===== config.mk =====
export PLATFORM = sky130hd
export DESIGN_NAME = reg_file_sb
export DESIGN_NICKNAME = d
export VERILOG_FILES = /design/src/rtl/reg_file_sb.sv
export SDC_FILE = /design/constraint.sdc
export NUM_CORES = 1
export LEC_CHECK = 0
export ABC_AREA = 1
export CAP_MARGIN = 20
export CORE_MARGIN = 8
export CORE_UTILIZATION = 51
export DETAILED_ROUTE_END_ITERATION = 10
export PLACE_DENSITY = 0.88
export REMOVE_ABC_BUFFERS = 1
export SYNTH_ARGS = -nofsm -noshare
export SYNTH_HDL_FRONTEND = slang
export SYNTH_SLANG_ARGS = --single-unit

===== constraint.sdc =====
create_clock -name clk -period 3.85 [get_ports clk]
set_clock_uncertainty 0.1 [all_clocks]
set_input_delay 0.9625 -clock clk [delete_from_list [all_inputs] [get_ports clk]]
set_output_delay 0.9625 -clock clk [all_outputs]
set_load 0.02 [all_outputs]

===== src/rtl/reg_file_sb.sv =====
// reg_file_sb: parametrised register file with a pending-write scoreboard
// and a post-reset sequential clear engine (one entry per cycle, from 1 up).
//
// Parameters: DATA_W (register width), ADDR_W (address width, DEPTH=2**ADDR_W).
// Ports:
//   clk, reset          clock, synchronous active-high reset
//   ready               high once the clear sweep has finished
//   rs_addr/rs_data/rs_busy, rt_addr/rt_data/rt_busy
//                       two combinational read ports (data + pending flag)
//   wr_en/wr_addr/wr_data      writeback port, clears busy
//   claim_en/claim_addr        issue-stage claim, sets busy
//   pend_cnt            registered count of busy registers
// Optional build macro: RF_BYPASS_EN forwards same-cycle writeback data to
// the read ports and masks their busy flags.
module reg_file_sb #(
  parameter int unsigned DATA_W = 8,
  parameter int unsigned ADDR_W = 3
) (
  input  logic              clk,
  input  logic              reset,
  output logic              ready,
  input  logic [ADDR_W-1:0] rs_addr,
  input  logic [ADDR_W-1:0] rt_addr,
  output logic [DATA_W-1:0] rs_data,
  output logic [DATA_W-1:0] rt_data,
  output logic              rs_busy,
  output logic              rt_busy,
  input  logic              wr_en,
  input  logic [ADDR_W-1:0] wr_addr,
  input  logic [DATA_W-1:0] wr_data,
  input  logic              claim_en,
  input  logic [ADDR_W-1:0] claim_addr,
  output logic [ADDR_W:0]   pend_cnt
);

  localparam int unsigned DEPTH = 1 << ADDR_W;
  localparam int unsigned CNT_W = ADDR_W + 1;

  typedef enum logic {CLEAR, RUN} state_t;

  state_t            state, state_next;
  logic [ADDR_W-1:0] ptr, ptr_next;
  logic              ready_next;
  logic [DEPTH-1:0]  busy, busy_next;
  logic [CNT_W-1:0]  pend_next;

  logic              mem_we;
  logic [ADDR_W-1:0] mem_waddr;
  logic [DATA_W-1:0] mem_wdata;
  logic [DATA_W-1:0] mem [DEPTH];

  // State, sweep pointer and scoreboard registers
  always_ff @(posedge clk) begin
    if (reset) begin
      state    <= CLEAR;
      ptr      <= ADDR_W'(1);
      ready    <= 1'b0;
      busy     <= '0;
      pend_cnt <= '0;
    end else begin
      state    <= state_next;
      ptr      <= ptr_next;
      ready    <= ready_next;
      busy     <= busy_next;
      pend_cnt <= pend_next;
    end
  end

  // Storage array kept free of reset so it can map onto a RAM macro
  always_ff @(posedge clk) begin
    if (mem_we) mem[mem_waddr] <= mem_wdata;
  end

  // Next-state, sweep control, write port and busy-bit update
  always_comb begin
    state_next = state;
    ptr_next   = ptr;
    ready_next = ready;
    busy_next  = busy;
    mem_we     = 1'b0;
    mem_waddr  = ptr;
    mem_wdata  = '0;
    case (state)
      CLEAR: begin
        mem_we   = 1'b1;
        ptr_next = ptr + ADDR_W'(1);
        if (ptr == ADDR_W'(DEPTH - 1)) begin
          state_next = RUN;
          ready_next = 1'b1;
        end
      end
      RUN: begin
        if (wr_en && (wr_addr != '0)) begin
          mem_we             = 1'b1;
          mem_waddr          = wr_addr;
          mem_wdata          = wr_data;
          busy_next[wr_addr] = 1'b0;
        end
        // Claim applied after the write so a same-address claim wins
        if (claim_en && (claim_addr != '0)) busy_next[claim_addr] = 1'b1;
      end
      default: state_next = CLEAR;
    endcase
    if (reset) mem_we = 1'b0;
  end

  // Pending count registered from the next busy vector
  always_comb begin
    pend_next = '0;
    for (int unsigned i = 0; i < DEPTH; i++) begin
      pend_next = pend_next + CNT_W'(busy_next[i]);
    end
  end

  // Read ports: zero while clearing and for entry 0
  always_comb begin
    rs_data = '0;
    rs_busy = 1'b0;
    rt_data = '0;
    rt_busy = 1'b0;
    if (state == RUN) begin
      if (rs_addr != '0) begin
        rs_data = mem[rs_addr];
        rs_busy = busy[rs_addr];
`ifdef RF_BYPASS_EN
        if (wr_en && (wr_addr == rs_addr)) begin
          rs_data = wr_data;
          rs_busy = 1'b0;
        end
`endif
      end
      if (rt_addr != '0) begin
        rt_data = mem[rt_addr];
        rt_busy = busy[rt_addr];
`ifdef RF_BYPASS_EN
        if (wr_en && (wr_addr == rt_addr)) begin
          rt_data = wr_data;
          rt_busy = 1'b0;
        end
`endif
      end
    end
  end

endmodule

==> run metrics, run 1 <==
status complete, but fails checks; failing checks negative setup slack; max incr delay on CP between 200 and 300 ps; non-filler instance count after layout 750; delay-heaviest family, CP buffers and inverters; Worst-Skew Late Latency 360 ps; crit path time final 3880 ps; area of the die 0.0113 mm2; initial core utilization approximately half; CP arrival approximately 4000 ps; CP Buf/Inv Count 21; row cnt 33; fin. max-slew vios 0; most frequent cells in the layout 114 x nand2_1, 91 x buf_4, 73 x nor2_1; # fillers between 500 and 600; synthesized cell area roughly 0.0042 mm2; Syn. warnings 0; diode count 0; HPWL after DPL between 8 and 9 mm; crit-path most repeated cell buf_4; final-report hold violation count 0; Post-synth ARST share 0%; kind of critical path in -> reg; routed vias roughly 4300; Clock Sinks between 70 and 80; largest net degree at the start of global routing 30; die width about 110 um; TritonCTS clock tree done; measured slew at the worst slew-check pin approximately 500 ps; total global-route track usage between 20% and 30%; first-pass GRT wire length roughly 21 mm; worst hold path class reg -> reg; Core ar. between 0.008 and 0.009 mm2; Cells after DPL 708; Vias/cell 5.79; Routed Antenna Nets 0; CP Data Required Time between 4000 and 5000 ps; Peak Freq 0.258 GHz; Worst Hold Launch busy[0]; Leakage 0.00255 uW; initial drt markers ~450; root buffer cell clkbuf_8; drt wl/cell approximately 19 um; Slew headroom approximately 66%; Clk pin slew, worst setup/hold paths ~80 ps; total grt overflow 0; register area share after synthesis around half; Peak VDD IR between 0.2 and 0.3 mV; Post-route DRC 0; Area growth, synth to finish 33.5%; Util after Layout roughly 69%; vias in the first global route 4405; nets@finish slightly below 700; Seq cells post-synth 73; Critical Path Source claim_addr[2]; Post-synth EDFFs 56; CP startpoint kind input port; most common cell after layout, fill and taps aside nand2_1; post-synthesis cell type count 31; Worst setup EP type flop; Reg area approximately 0.0020 mm2; Max Buffers Root-to-Sink 2; setup ws final -27.9 ps; antenna violations before repair 0; final hold slack 377 ps; GPL Wtd Cong approximately 0.91; PortBufs between 40 and 50; CP max FO 2; Ports 47; routed wire length ~14 mm; multi-input logic area approximately 0.0018 mm2; fin crit share 101%; overall power 1980 uW; max_cap viols 0; TritonRoute pass-1 iters 5; share of layout cells above drive strength 1 a little under a quarter; Synth Instances 519; crit-path cells dlygate4sd2_1 -> inv_2 -> nand4_1 -> buf_4 -> buf_4 -> buf_4 -> buf_4 -> buf_4 -> buf_4 -> buf_4 -> buf_4 -> buf_4 -> buf_4 -> buf_4 -> buf_4 -> buf_4 -> buf_4 -> buf_4 -> buf_4 -> buf_4 -> buf_4 -> buf_4 -> a21oi_1; Hold Buf Count CTS 0; CP max-delay cell dlygate4sd2_1; CTS Buf Count 9; H-tree levels 3; dominant synthesized flop cell edfxtp_1; Reg2Reg Launch Point state; final number of setup-violating endpoints 1; Die Y 106 um; Avg Cell Area, Syn between 7 and 8 um2; Power Density around 360 mW/mm2
-- registers in the layout (all words and copies together), names as in the netlist --
| name | cells |
|---|---|
| state | 1 |
| ready | 1 |
| mem | 56 |
| ptr | 3 |
| pend_cnt | 4 |
| busy | 8 |
-- repair_timing --
item                                    CTS  global route
endpoints found under the setup margin   20            10
pin swaps                                 6            11
setup buffers                            21             5
gates resized for setup                  31            39
-- path summary, 6_finish.rpt --
path             end  slack (ps)  cells past startpoint
min          busy[0]         380                      2
max reg2reg  busy[1]         260                     23
min reg2reg  busy[0]         380                      2
max          busy[1]         -30                     23
-- metrics by stage --
step	cell area [um2]	setup WS [ps]	TNS, ps
6_report	5540	-27.9	-27.9
5_1_grt	5540	-56.1	-95.4
4_1_cts	5470	7.71	0
3_5_place_dp	5090	-629	-3500
3_3_place_gp	5090	-490	-2500
2_1_floorplan	3990	-7.34	-7.34
-- worst min-delay path, cell delays in order (launching register included) --
cell,delay [ps]
dfxtp_1,330
inv_1,70
nor2_1,40
-- logic make-up after synthesis --
family / share of synthesized area [%]
AND/OR/NAND/NOR: 26.0
XOR/XNOR: 0.211
buffers and inverters: 9.65
flip-flops: 48.7
AO/OA/AOI/OAI: 11.9
adder cells (fa/ha/maj): 3.44
-- cell usage after synthesis (5+ instances only) --
library cell,number,area (um2)
nand4_1,13,81.3
nand2_1,118,443
inv_1,54,203
ha_1,5,62.6
o21ai_0,12,60.1
inv_2,8,30.0
nand3_1,34,170
dfxtp_1,17,340
nor3_1,5,25.0
buf_2,17,85.1
nor2_1,74,278
o21ai_1,27,135
edfxtp_1,56,1680
o211ai_1,10,75.1
a21oi_1,36,180
-- per-layer routing --
| metal | up-vias | part of all wire, % | global-route usage [%] |
|---|---|---|---|
| li1 | 1951 | - | - |
| met1 | 2015 | 34 | 25.0 |
| met2 | 301 | 52 | 44.1 |
| met3 | 73 | 9.2 | 6.29 |
| met4 | 0 | 5.5 | 15.0 |
| met5 | - | 0 | 0 |
-- area by class of cell --
cell class              count  area share [%]
inverters                  63            4.36
clock buffers               9            2.24
clock inverters             7            1.96
well taps                 105            2.37
multi-input cells         355            31.9
flip-flops and latches     73            36.5
repair buffers            138            20.6
-- report_power, final --
part | total (uW) | internal [uW] | switching (uW)
Combinational | 356 | 136 | 220
Clock | 720 | 424 | 297
Sequential | 904 | 884 | 20.0
No activity file was read; power rests on OpenSTA's default activity.
==> run 2, diff against run 1 <==
- CORE_UTILIZATION: 51 -> 50
- PLACE_DENSITY: 0.88 -> default
- PLACE_DENSITY_LB_ADDON: default -> 0.15
- clock period: 3.85 -> 4 ns (I/O delays scaled with it)
==> run 2 against run 1 <==
Net effect:
- the flow now finishes without violations
- global-route usage shrank 3.4 points
- worst setup slack gained 110 ps
- combinational power shrank 9.6%
- hold slack lost 15 ps
- clock power shrank 6.1%
- sequential power shrank 3.7%
- via count shrank 10%
- register-to-register slack gained 300 ps
- final cell count shrank 3.9%
==> run metrics, run 2 (synthesized netlist as in run 1, its figures left out) <==
status finished, final reports clean; crit-path cells dlygate4sd2_1 -> inv_1 -> nand2_1 -> inv_1 -> nand4_1 -> nand2_1 -> nand2_1 -> fa_1 -> inv_2 -> fa_1 -> fa_1 -> inv_1 -> ha_2 -> inv_1 -> fa_1 -> xor2_1 -> nor2_1; initial core utilization 51.0% (-0.52 points); routed vias 3900 (-10%); kind of critical path in -> reg; Largest regs mem: 56 flops, busy: 8 flops, pend_cnt: 4 flops; Reg2Reg Launch Point state; max incr delay on CP 550 ps (+280 ps); die width 107 um (+0.84%); crit path time final ~3900 ps; Power Density 347 mW/mm2 (-2.9%); fin. max-slew vios 0 (unchanged); Worst-Skew Late Latency 340 ps (-20 ps); Peak Freq roughly 0.26 GHz; Worst Hold Launch busy[0]; antenna violations before repair 0 (unchanged); Util after Layout 66.2% (-2.6 points); Leakage 0.00258 uW (+0.99%); Slew headroom 71.3% (+5.1 points); setup TNS 0 ps (+27.9 ps); root buffer cell clkbuf_8; Post-route DRC 0 (unchanged); Hold Buf Count CTS 0 (unchanged); max_cap viols 0 (unchanged); Ports 47 (unchanged); PortBufs 46 (unchanged); # fillers 683 (+18%); final-report hold violation count 0 (unchanged); diode count 0 (unchanged); Area growth, synth to finish 29.8%; Clock Sinks 73 (unchanged); Worst setup EP type flop; largest net degree at the start of global routing 38 (+27%); row cnt 33 (unchanged); Reg area 0.00202 mm2 (unchanged); CP max FO 4 (+2); hold depth 2 (unchanged); Peak VDD IR 0.208 mV (-29%); Vias/cell 5.41 (-6.5%); Core ar. 0.00813 mm2 (+1.0%); most common cell after layout, fill and taps aside nand2_1; CP Data Required Time 4140 ps (+100 ps); GPL Wtd Cong 0.885 (-2.7%); nets@finish 644 (-4.3%); fin crit share 98.0%; final instance area 0.00539 mm2 (-2.8%); TritonRoute pass-1 iters 7 (+2); Die Y 107 um (+0.84%); CTS Buf Count 9 (unchanged); worst hold endpoint busy[0]; max FFs per register 56 (unchanged); initial drt markers 280 (-38%); Clk pin slew, worst setup/hold paths 70 ps (about the same); final hold slack 362 ps (-15.1 ps); CP startpoint kind input port; vias in the first global route 3773 (-14%); CP arrival 4060 ps (about the same); FF-to-FF End pend_cnt[2]; routed wire length 11.8 mm (-16%); TritonCTS clock tree done; final number of setup-violating endpoints 0 (-1); first-pass GRT wire length 18.8 mm (-12%); cells on worst reg2reg path 13 (-43%); H-tree levels 3 (unchanged); multi-input logic area 0.00174 mm2 (-1.8%); HPWL after DPL 8.20 mm (-5.0%); measured slew at the worst slew-check pin 429 ps (-75.9 ps); CP max-delay cell fa_1; Cells after DPL 704 (-0.56%); Cell Area, Placed 0.00508 mm2 (about the same); worst hold path class reg -> reg; total global-route track usage 21.1% (-3.4 points); Top reg by flops mem; Routed Antenna Nets 0 (unchanged); Max Buffers Root-to-Sink 2 (unchanged); area of the die 0.0115 mm2 (+1.7%); share of layout cells above drive strength 1 16.6% (-6.4 points); R2R Setup Slk 560 ps (+300 ps); drt wl/cell 16.3 um (-12%); total grt overflow 0 (unchanged); RSZ-0062 raised after global routing yes; most frequent cells in the layout 117 x nand2_1, 74 x nor2_1, 58 x buf_4; non-filler instance count after layout 721 (-3.9%)
[run 2: cell types whose count changed in the layout (fill, tap and decap cells not counted), moves of 3 or more]
cell,delta
inv_2,-5
dlygate4sd2_1,-10
clkbuf_2,-4
buf_4,-33
dlymetal6s2s_1,+13
inv_1,+6
clkdlybuf4s50_1,+5
nand2_1,+3
[run 2: cell type report]
cell class              count  share of cell area [%]
flip-flops and latches     73                    37.5
multi-input cells         355                    32.3
repair buffers            109                    19.0
inverters                  63                    4.44
well taps                 105                    2.44
clock buffers              10                    2.37
clock inverters             6                    1.97
[run 2: worst max-delay path: cells and delay by family]
family / cells / cell delay, ps
fa+ha+maj: 5 / 1990
simple gates: 5 / 360
xor+xnor: 1 / 140
buf+inv: 6 / 570
[run 2: timing repair]
item,4_1_cts,5_1_grt
pin swaps,3,8
endpoints found under the setup margin,4,17
gates resized for setup,5,28
buffers inserted,0,1
endpoints found under the hold margin,0,0
[run 2: power by group]
group	switching, uW	internal (uW)
Clock	265	411
Combinational	193	129
Sequential	19.7	851
Total	478	1390
[run 2: worst max path at each step]
stage	start	to	cells after the start
6_report	wr_addr[2]	pend_cnt[2]	17
5_1_grt	wr_addr[2]	pend_cnt[2]	17
4_1_cts	claim_addr[0]	pend_cnt[2]	15
3_5_place_dp	wr_addr[2]	pend_cnt[2]	17
3_3_place_gp	wr_addr[2]	pend_cnt[2]	17
2_1_floorplan	wr_addr[2]	pend_cnt[2]	14
[run 2: stage by stage]
step           power, uW  worst slack, ps
2_1_floorplan       1030              105
3_3_place_gp        1200             -439
3_5_place_dp        1210             -477
4_1_cts             1880            -15.3
5_1_grt             1940            -49.8
6_report            1870             79.9
[run 2: routing by layer]
metal	vias to the layer above	track usage (%)	routed length [um]
met5	-	0	0
met4	0	11.2	328
met3	25	4.14	985
met2	173	35.0	5670
met1	1802	25.4	4800
li1	1900	-	-
